--- config.mk ---
export PLATFORM = sky130hd
export DESIGN_NAME = uart_tx_arbiter
export DESIGN_NICKNAME = d
export VERILOG_FILES = /design/src/rtl/uart_tx_arbiter.sv
export SDC_FILE = /design/constraint.sdc
export NUM_CORES = 1
export LEC_CHECK = 0
export CORE_MARGIN = 2
export CORE_UTILIZATION = 37
export DETAILED_ROUTE_END_ITERATION = 8
export PLACE_DENSITY = 0.85
export SLEW_MARGIN = 20
export SYNTH_ARGS = -nofsm -noshare
export SYNTH_HDL_FRONTEND = slang
export SYNTH_SLANG_ARGS = --single-unit
export TNS_END_PERCENT = 50
--- constraint.sdc ---
create_clock -name CLK -period 1.8 [get_ports CLK]
set_clock_uncertainty 0.05 [all_clocks]
set_input_delay 0.18 -clock CLK [delete_from_list [all_inputs] [get_ports CLK]]
set_output_delay 0.18 -clock CLK [all_outputs]
set_load 0.02 [all_outputs]
--- src/rtl/uart_tx_arbiter.sv ---
// uart_tx_arbiter: shares one UartTx enqueue port among NREQ requesters.
// Round-robin at message granularity, optional per-message header byte
// (HDR_BASE | id), optional forced release after MAX_LEN data bytes.
module uart_tx_arbiter #(
  parameter int         NREQ     = 4,
  parameter int         IDW      = 2,
  parameter bit         HDR_EN   = 1'b1,
  parameter logic [7:0] HDR_BASE = 8'hA0,
  parameter int         MAX_LEN  = 16
) (
  input  logic              CLK,
  input  logic              RESET,
  input  logic [NREQ-1:0]   io_req_valid,
  input  logic [8*NREQ-1:0] io_req_bits,
  input  logic [NREQ-1:0]   io_req_last,
  output logic [NREQ-1:0]   io_req_ready,
  output logic              io_tx_valid,
  output logic [7:0]        io_tx_bits,
  input  logic              io_tx_ready,
  output logic              io_busy,
  output logic [IDW-1:0]    io_grant_id,
  output logic              io_overrun
);

  localparam int LENW = (MAX_LEN > 0) ? $clog2(MAX_LEN + 1) : 1;
  localparam logic [LENW-1:0] LEN_LIM = LENW'(MAX_LEN);

  typedef enum logic [1:0] {IDLE, HDR, DATA} state_t;

  state_t          state, state_d;
  logic [IDW-1:0]  grant, grant_d;
  logic [IDW-1:0]  ptr, ptr_d;
  logic [IDW-1:0]  pick, idx, grant_nxt;
  logic [LENW-1:0] len, len_d, len_inc;
  logic            overrun, overrun_d;
  logic            found;
  logic [7:0]      req_byte [NREQ];

  assign grant_nxt   = (grant == IDW'(NREQ - 1)) ? '0 : grant + 1'b1;
  assign len_inc     = len + 1'b1;
  assign io_busy     = (state != IDLE);
  assign io_grant_id = grant;
  assign io_overrun  = overrun;

  // Unpack the flat byte bus into one byte per requester
  always_comb begin
    for (int unsigned i = 0; i < NREQ; i++) begin
      req_byte[i] = io_req_bits[8*i +: 8];
    end
  end

  // Round-robin search: first valid requester at or after ptr, wrapping
  always_comb begin
    found = 1'b0;
    pick  = '0;
    idx   = '0;
    for (int unsigned i = 0; i < NREQ; i++) begin
      idx = IDW'((32'(ptr) + i) % NREQ);
      if (!found && io_req_valid[idx]) begin
        found = 1'b1;
        pick  = idx;
      end
    end
  end

  // Next-state, register updates and the pass-through datapath
  always_comb begin
    state_d      = state;
    grant_d      = grant;
    ptr_d        = ptr;
    len_d        = len;
    overrun_d    = 1'b0;
    io_tx_valid  = 1'b0;
    io_tx_bits   = '0;
    io_req_ready = '0;
    unique case (state)
      IDLE: begin
        if (found) begin
          grant_d = pick;
          len_d   = '0;
          state_d = HDR_EN ? HDR : DATA;
        end
      end
      HDR: begin
        io_tx_valid = 1'b1;
        io_tx_bits  = HDR_BASE | 8'(grant);
        if (io_tx_ready) state_d = DATA;
      end
      DATA: begin
        io_tx_valid         = io_req_valid[grant];
        io_tx_bits          = req_byte[grant];
        io_req_ready[grant] = io_tx_ready;
        if (io_req_valid[grant] && io_tx_ready) begin
          len_d = len_inc;
          // last takes priority over the length limit: no overrun if both hit
          if (io_req_last[grant]) begin
            ptr_d   = grant_nxt;
            state_d = IDLE;
          end else if (MAX_LEN != 0 && len_inc == LEN_LIM) begin
            ptr_d     = grant_nxt;
            state_d   = IDLE;
            overrun_d = 1'b1;
          end
        end
      end
      default: state_d = IDLE;
    endcase
  end

  // State and control registers, synchronous reset
  always_ff @(posedge CLK) begin
    if (RESET) begin
      state   <= IDLE;
      grant   <= '0;
      ptr     <= '0;
      len     <= '0;
      overrun <= 1'b0;
    end else begin
      state   <= state_d;
      grant   <= grant_d;
      ptr     <= ptr_d;
      len     <= len_d;
      overrun <= overrun_d;
    end
  end

endmodule

==> impl_metrics.sql <==
INSERT INTO impl_metrics (metric_group, metric, value, unit) VALUES
('detailed_routing', 'vias', '1507', ''),
('detailed_routing', 'drt-initial-drc-count', '103', ''),
('grt', 'globalRoute.totalOverflow', '0', ''),
('run_status', 'result_of_the_run', 'complete, but fails checks', ''),
('setup_path', 'cp.arrival', '1.68', 'ns'),
('setup_path', 'kind_of_critical_path', 'flop to primary output', ''),
('logic_synthesis', 'synth-edff-count', '0', ''),
('setup_path', 'critical_path.startpoint_type', 'flop', ''),
('logic_synthesis', 'synth_seq_cells', '12', ''),
('run_status', 'failing_checks', 'setup timing', ''),
('timing', 'final_max_slew_viol_count', '0', ''),
('setup_path', 'timing.critical_path.required', '1.57', 'ns'),
('logic_synthesis', 'syn-mean-instance-area', '8.81', 'sq um'),
('power', 'power.ir.vdd_worst', '0.000814', 'V'),
('logic_synthesis', 'yosysMostFrequentCell', 'sky130_fd_sc_hd__nand2_1', ''),
('timing', 'layout_min_cycle_time', '1.91', 'ns'),
('logic_synthesis', 'synthesized_area', '0.00122', 'sq mm'),
('logic_synthesis', 'synth-warning-count', '0', ''),
('timing', 'timing_hold_violations_final', '0', ''),
('cts', 'insertion_delay_to_the_later_sink_of_the_worst_skew_pair', '0.29', 'ns'),
('finish', 'drive_above_1_share', '38.8', '%'),
('logic_synthesis', 'syn-num-nets', '192', ''),
('power', 'combinational_group_share_of_total_power', '72.6', '%'),
('detailed_routing', 'route.detailed.wl_per_inst', '17.1', 'um'),
('power', 'clock_power_share', '11.0', '%'),
('cts', 'numCtsBuffers', '3', ''),
('setup_path', 'cp-end-kind', 'primary output', ''),
('logic_synthesis', 'syn-instance-count', '139', ''),
('timing', 'final-setup-viol-count', '15', ''),
('setup_path', 'path_delay_family', 'multiplexers', ''),
('floorplanning', 'io_pins', '60', ''),
('logic_synthesis', 'synthFlopType', 'sky130_fd_sc_hd__dfxtp_1', ''),
('logic_synthesis', 'async_flop_share', '0', '%'),
('logic_synthesis', 'synth.largest_area_cell', 'sky130_fd_sc_hd__dfxtp_1', ''),
('timing', 'share_of_the_clock_period_used_by_the_worst_path', '106', '%'),
('logic_synthesis', 'synth_seq_area_share', '19.6', '%'),
('setup_path', 'critical_path.max_stage_delay', '0.51', 'ns'),
('cts', 'clkTransAtPathRegs', '0.09', 'ns'),
('finish', 'core_util_final', '71.6', '%'),
('floorplanning', 'core-area', '0.00310', 'sq mm'),
('cts', 'cts_max_level', '1', ''),
('grt', 'grt_pass1_wl', '6150', 'um'),
('timing', 'fmaxAchievable', '0.522', 'GHz'),
('floorplanning', 'fp-row-count', '20', ''),
('setup_path', 'critical_path_cell_by_cell', 'buf_6 > mux4_2 > and3_4 > buf_6', ''),
('finish', 'area_growth', '81.4', '%'),
('placement', 'dp_hpwl', '3290', 'um'),
('finish', 'final_net_count', '286', ''),
('floorplanning', 'die-area', '0.00379', 'sq mm'),
('floorplanning', 'die-width', '61.5', 'um'),
('power', 'power.switching_fraction', '41.9', '%'),
('power', 'sequentialPowerShare', '16.3', '%'),
('grt', 'grt_start_max_net_pins', '11', ''),
('detailed_routing', 'detail_route.drc_violations', '0', ''),
('logic_synthesis', 'synth.lib_cells_used.distinct', '39', ''),
('logic_synthesis', 'yosysTopAreaCellShare', '19.6', '%'),
('logic_synthesis', 'netlist_top_cells_count', 'sky130_fd_sc_hd__nand2_1 (14), sky130_fd_sc_hd__a21oi_1 (13), sky130_fd_sc_hd__dfxtp_1 (12), sky130_fd_sc_hd__nor2_1 (11), sky130_fd_sc_hd__ha_1 (10)', ''),
('cts', 'cts_sinks', '12', ''),
('detailed_routing', 'detail_route.first_pass.iterations', '4', ''),
('cts', 'clockRootBuffer', 'sky130_fd_sc_hd__clkbuf_4', ''),
('timing', 'rsz0062_at_grt', 'yes', ''),
('detailed_routing', 'wl', '4710', 'um'),
('power', 'p_per_area', '933', 'mW/mm^2'),
('floorplanning', 'chipHeight', '61.5', 'um'),
('detailed_routing', 'avgViaCountPerCell', '5.46', ''),
('finish', 'finish.instance_area', '0.00222', 'sq mm'),
('timing', 'final.setup.worst_slack', '-0.114', 'ns'),
('grt', 'vias_in_the_first_global_route', '1398', ''),
('setup_path', 'crit_path_top_delay_cell', 'sky130_fd_sc_hd__mux4_2', ''),
('hold_path', 'min_path_type', 'flop to flop', ''),
('cts', 'cts.path.max_buffers', '2', '');
power by group through the flow:
| stage | Sequential, mW | Clock, mW | Combinational [mW] |
|---|---|---|---|
| floorplan | 0.346 | 0 | 0.661 |
| global placement | 0.348 | 0 | 1.20 |
| detailed placement | 0.348 | 0 | 1.24 |
| CTS | 0.329 | 0.227 | 1.31 |
| global route | 0.344 | 0.246 | 1.61 |
| finish | 0.338 | 0.229 | 1.51 |
per-layer routing:
metal / vias to the layer above / share of wire [%] / GRT usage [%] / routed length [um]
met4: 0 / 3.1 / 11.9 / 148
met3: 19 / 8.7 / 3.57 / 410
met2: 88 / 50 / 39.4 / 2340
met5: - / 0 / 0 / 0
li1: 698 / - / - / -
met1: 702 / 38 / 25.2 / 1810
tightest hold or removal path, cell delays in order (launching register included):
cell and delay, ns:
sky130_fd_sc_hd__dfxtp_1 0.37, sky130_fd_sc_hd__o21ai_2 0.08, sky130_fd_sc_hd__a21oi_1 0.07
what timing repair did:
action,4_1_cts,5_1_grt
hold endpoints to repair,0,0
resized for setup,71,27
buffers inserted,4,1
pin swaps,6,6
setup endpoints to repair,23,22
state kept, by name, summed over array words and instances (netlist names):
name	count
io_grant_id	2
io_overrun	1
ptr	2
len	5
state	2
layout make-up:
class / instances / area, sq um
Inverter: 9 / 33.8
Fill cell: 215 / 881
Sequential cell: 12 / 249
Clock buffer: 4 / 36.3
Tap cell: 44 / 55.1
Multi-Input combinational cell: 112 / 993
Timing Repair Buffer: 95 / 855
metrics by stage:
stage | worst slack [ns] | instances | TNS (ns) | total power, mW | hold WS, ns
final | -0.114 | 276 | -1.08 | 2.07 | 0.519
after CTS | -0.0860 | 275 | -0.761 | 1.87 | 0.508
after global routing | -0.177 | 276 | -2.07 | 2.20 | 0.530
after floorplan | -0.00111 | 139 | -0.00111 | 1.01 | 0.341
after global placement | -0.250 | 267 | -3.24 | 1.55 | 0.459
after detailed placement | -0.276 | 267 | -3.93 | 1.59 | 0.493
cell usage in the layout, fill, tap and decap left out, drive strengths merged, types with 2 or more instances in the layout:
cell,instances
a22oi,2
a32oi,2
clkdlybuf4s50,44
nand3,3
mux2i,3
o32a,2
mux2,4
ha,10
inv,9
dfxtp,12
a21oi,13
and3,9
nor2,12
mux4,8
o22ai,2
buf,48
or3,2
nand2b,4
clkbuf,5
nor4,2
and2,3
nor2b,3
o21ai,5
nand2,14
path summary, 6_finish.rpt:
kind / start / end / slack, ns / cells past startpoint
hold reg to reg: ptr[1]$_SDFFE_PP0P_ / ptr[1]$_SDFFE_PP0P_ / 0.52 / 2
setup reg to reg: io_grant_id[0]$_SDFFE_PP0P_ / ptr[0]$_SDFFE_PP0P_ / -0.11 / 7
hold / removal: ptr[1]$_SDFFE_PP0P_ / ptr[1]$_SDFFE_PP0P_ / 0.52 / 2
setup / recovery: io_grant_id[0]$_SDFFE_PP0P_ / io_tx_bits[6] / -0.11 / 4
kinds of logic after synthesis:
group | share of synthesized area (%)
simple gates | 24.1
compound gates | 16.2
buf+inv | 7.35
mux | 21.8
flops | 19.6
fa+ha+maj | 10.2
xor+xnor | 0.715
(Power assumes the default switching activity.)
==> RTL change 1 (config.mk and constraints unchanged) <==
Change the parameter `MAX_LEN` from 16 to 32.
--- a/src/rtl/uart_tx_arbiter.sv
+++ b/src/rtl/uart_tx_arbiter.sv
@@ -6,7 +6,7 @@
   parameter int         IDW      = 2,
   parameter bit         HDR_EN   = 1'b1,
   parameter logic [7:0] HDR_BASE = 8'hA0,
-  parameter int         MAX_LEN  = 16
+  parameter int         MAX_LEN  = 32
 ) (
   input  logic              CLK,
   input  logic              RESET,
Check against the original RTL: same outputs for any inputs over 10 cycles, from zero or initial values and one cycle with RESET high; that may be too few to reach the edited logic, so the function may still have changed.
==> RTL change 1 against the unedited design <==
  * The flow still finishes with violations (negative setup slack)
  * Die area shrank 4.0%
  * Sequential cell count increased by 1
  * Area after synthesis shrank 4.3%
  * Count of clock-buffer cells in the layout unchanged
  * Wire length is 1.4% lower
  * Power is 13% lower
  * Worst setup slack got worse by 160 ps
  * Final area decreased by 0.11%
==> RTL change 1: results (changes against the unedited design) <==
Switch share = 40.6% (-1.3 points)
Hold_sp = len[2]$_SDFFE_PP0P_
# setup viols final = 17 (+2)
Net count after synthesis = 189 (-1.6%)
Failing checks = negative setup slack
Nets@finish = 283 (-1.0%)
Max reg flops = 6 (+1)
CP max stage delay = 530 ps (+20 ps)
Largest net degree at the start of global routing = 10 (-1)
M1 WL = 1860 um (+2.7%)
Layout cells sized above 1 = 38.3% (-0.53 points)
Placer Congestion = 0.869 (+8.1%)
Cell leakage power = 0.000931 uW (-2.0%)
Avg Cell Area, Syn = 8.56 um2 (-2.9%)
Placed Instances = 261 (-2.2%)
Netlist cell types = 34 (-13%)
Port bufs = 59 (unchanged)
Sum Neg Setup Slack = -2060 ps (-977 ps)
Commonest cells in the netlist = dfxtp_1 (13), a21oi_1 (12)
Wire length of the first global-routing pass = 7020 um (+14%)
DP Area = 2000 um2 (-2.5%)
Family with the most delay on the worst path = compound AO/OA/AOI/OAI gates
Initial DRC Count = 86 (-17%)
PnR worst setup slack = -277 ps (-163 ps)
Sequential-to-total area share from yosys stat = 22.2% (+2.6 points)
Critical path arrival = 2240 ps (+560 ps)
Final WL = 4640 um (-1.4%)
Final Non-Filler Cells = 274 (-0.72%)
Status = complete, but fails checks
Routed wl met3 = 212 um (-48%)
Routed length on met2 = 2510 um (+7.0%)
-- RTL change 1: logic make-up (layout without fill, tap and decap cells) --
kind of cell	after synthesis	after routing	share of synthesized area, %
muxes	16	16	22.5
buffers and inverters	16	109	5.34
and+or+nand+nor	50	50	22.5
AOI/OAI and AO/OA	33	33	17.8
DFF	13	13	22.2
adders and majority gates	9	9	9.61
-- RTL change 1: final cells by class --
cell class | instances | area [um2]
multi-input cells | 108 | 975
clock buffers | 4 | 26.3
well taps | 44 | 55.1
fillers | 206 | 808
flip-flops and latches | 13 | 265
inverters | 10 | 40.0
repair buffers | 95 | 858
-- RTL change 1: path summary, 6_finish.rpt --
check / cells after the start / slack (ps) / to
setup / recovery: 6 / -280 / state[1]$_SDFFE_PP0P_
hold / removal: 2 / 470 / io_overrun$_SDFF_PP0_
setup reg to reg: 6 / -280 / state[1]$_SDFFE_PP0P_
hold reg to reg: 2 / 470 / io_overrun$_SDFF_PP0_
-- RTL change 1: routing by layer --
metal	GRT usage (%)	vias to the layer above
li1	-	704
met1	30.8	724
met2	48.9	65
met3	3.46	10
met4	8.89	0
met5	0	-
-- RTL change 1: tightest hold or removal path, delay by kind of cell (launching register included) --
kind             cells  cell delay, ps
DFF                  1             370
and+or+nand+nor      2             120
-- RTL change 1: power groups by stage --
stage          Combinational (uW)  Clock (uW)  Sequential [uW]
6_report                     1280         188              340
3_3_place_gp                  993           0              358
4_1_cts                      1130         187              336
3_5_place_dp                 1010           0              359
2_1_floorplan                 501           0              350
5_1_grt                      1360         199              342
-- RTL change 1: repair_timing --
| action | in CTS | in global routing |
|---|---|---|
| endpoints found under the setup margin | 24 | 23 |
| gates resized for setup | 74 | 33 |
| hold buffers | 0 | 0 |
| setup buffers | 6 | 4 |
| pin swaps | 5 | 10 |
==> RTL change 2 (same flow settings) <==
Made on the original files. Reset style: asynchronous (`RESET`), changed in one clocked block. Comments in the files are not updated.
--- a/src/rtl/uart_tx_arbiter.sv
+++ b/src/rtl/uart_tx_arbiter.sv
@@ -108,7 +108,7 @@
   end
 
   // State and control registers, synchronous reset
-  always_ff @(posedge CLK) begin
+  always_ff @(posedge CLK or posedge RESET) begin
     if (RESET) begin
       state   <= IDLE;
       grant   <= '0;
Formal check against the unedited RTL: differs if RESET is asserted again (counterexample within 4 cycles, from zero or initial values and one cycle with RESET high); with RESET held inactive, the same outputs for 10 cycles.
==> RTL change 2 against the unedited design <==
  * The flow still finishes with violations (negative setup slack)
  * Non-clock buffer count down 10
  * Final area down 5.5%
  * Power increased by 28%
  * Sequential share of layout area up 3.1 points
  * Final cell count down 7.6%
  * Area after synthesis shrank 4.6%
  * Sequential cell count unchanged
  * Wire length shrank 9.8%
  * Worst setup slack worse by 78 ps
  * Highest routed layer unchanged
==> RTL change 2: results (changes against the unedited design) <==
Number of global-route vias before repair = 1,487 (+6.4%)
Via count = 1,351 (-10%)
Family with the most delay on the worst path = flip-flops
Nets@finish = 265 (-7.3%)
Maximum vdd drop = 0.000872 V (+7.1%)
Largest net degree at the start of global routing = 13 (+2)
Crit Path Max Fanout = 4 (-1)
Layout cells sized above 1 = 34.6% (-4.2 points)
Hold crit path type = in2async
Failing checks = negative setup slack
Worst-Skew Late Latency = 280 ps
Placer Congestion = 0.828 (+3.0%)
Antenna Cells = 0 (unchanged)
Initial antenna violation count = 0 (unchanged)
PnR worst setup slack = -193 ps (-78.2 ps)
Sum Neg Setup Slack = -1810 ps (-728 ps)
GR Util All Layers = 25.7% (+3.5 points)
Net count after synthesis = 179 (-6.8%)
Slowest stage cell, crit path = dfrtp_2
Cell leakage power = 0.000927 uW (-2.4%)
Yosys synthesis warning count = 0 (unchanged)
CP max stage delay = 400 ps (-110 ps)
Post-synthesis async set-or-reset flop share = 100% (+100 points)
Final WL = 4250 um (-9.8%)
Initial DRC Count = 35 (-66%)
Status = complete, but fails checks
Clock root buffer = clkbuf_4
Reg2reg setup slack = -180 ps (-70 ps)
Router iterations before antenna repair = 5 (+1)
Top post-synthesis cells by area = dfrtp_1 (26%), mux4_2 (15%), ha_1 (11%), and3_1 (4.8%), inv_1 (4.2%)
Commonest register cell after synthesis = dfrtp_1
Commonest cells in the netlist = inv_1 (13), dfrtp_1 (12), nand2_1 (11), ha_1 (10)
# setup viols final = 19 (+4)
Post-DP HPWL = 3260 um (-1.1%)
Critical path arrival = 1760 ps (+80 ps)
Wire length of the first global-routing pass = 6840 um (+11%)
Netlist cell types = 29 (-26%)
Sequential-to-total area share from yosys stat = 25.7% (+6.1 points)
Max Root-Sink Buffers = 2 (unchanged)
Relative slew slack = 66.9% (-7.3 points)
Reg clk slew, reported paths = 80 ps
==> RTL change 2: cell count changes in the layout (fill, tap and decap cells not counted), moves of 4 or more <==
cell / change
a21oi_1: -4
buf_4: -9
dfxtp_1: -9
nor2_1: -6
dfrtp_1: +11
inv_1: +4
==> RTL change 2: report_power, final <==
| part | total (uW) | internal [uW] | switching (uW) | leakage (uW) |
|---|---|---|---|---|
| clock | 185 | 86.1 | 98.6 | 0.0000150 |
| sequential | 440 | 347 | 93.1 | 0.000158 |
| combinational | 2040 | 1050 | 982 | 0.000755 |
| total | 2660 | 1490 | 1170 | 0.000927 |
==> RTL change 2: final cells by class <==
class / count / area [um2]
Tap cell: 44 / 55.1
Timing Repair Buffer: 85 / 791
Clock buffer: 4 / 26.3
Sequential cell: 12 / 302
Fill cell: 222 / 927
Inverter: 13 / 48.8
Multi-Input combinational cell: 97 / 878
==> RTL change 2: metrics by stage <==
stage	setup WS [ps]	area [um2]	cells	hold WS (ps)	utilization, %
2_1_floorplan	18.8	1170	126	-5.37	-
6_report	-193	2100	255	164	69.4
3_5_place_dp	-304	1950	245	477	64.3
5_1_grt	-209	2100	255	214	69.4
3_3_place_gp	-306	1950	245	451	64.3
4_1_cts	-161	2050	254	180	67.7
==> RTL change 2: timing repair <==
item                                    4_1_cts  5_1_grt
endpoints found under the setup margin       23       23
pin swaps                                     7        3
gates resized for setup                      77       11
hold endpoints to repair                      0        0
buffers inserted                              5        1
==> RTL change 2: routing by layer <==
layer | up-vias | global-route usage, % | share of wire (%)
met5 | - | 0 | 0
met1 | 661 | 28.2 | 38
li1 | 632 | - | -
met2 | 43 | 47.7 | 55
met3 | 15 | 5.41 | 4.8
met4 | 0 | 9.52 | 2.5
==> RTL change 2: logic make-up (layout without fill, tap and decap cells) <==
family	Yosys count	in the layout	synth area share, %
simple gates	42	42	18.8
fa+ha+maj	10	10	10.7
mux	16	16	22.8
flops	12	12	25.7
compound gates	28	28	15.5
buf+inv	17	102	5.68
xor+xnor	1	1	0.750
==> RTL change 2: path summary, 6_finish.rpt <==
| check | startpoint | endpoint | cells past startpoint |
|---|---|---|---|
| worst max-delay path | io_grant_id[0]$_DFFE_PP0P_ | io_tx_bits[1] | 6 |
| worst min-delay path | RESET | len[2]$_DFFE_PP0P_ | 2 |
| worst max register to register | io_grant_id[0]$_DFFE_PP0P_ | state[1]$_DFFE_PP0P_ | 6 |
| worst min register to register | len[0]$_DFFE_PP0P_ | len[0]$_DFFE_PP0P_ | 1 |
| max in group asynchronous | RESET | io_grant_id[0]$_DFFE_PP0P_ | 2 |
| min in group CLK | len[0]$_DFFE_PP0P_ | len[0]$_DFFE_PP0P_ | 1 |
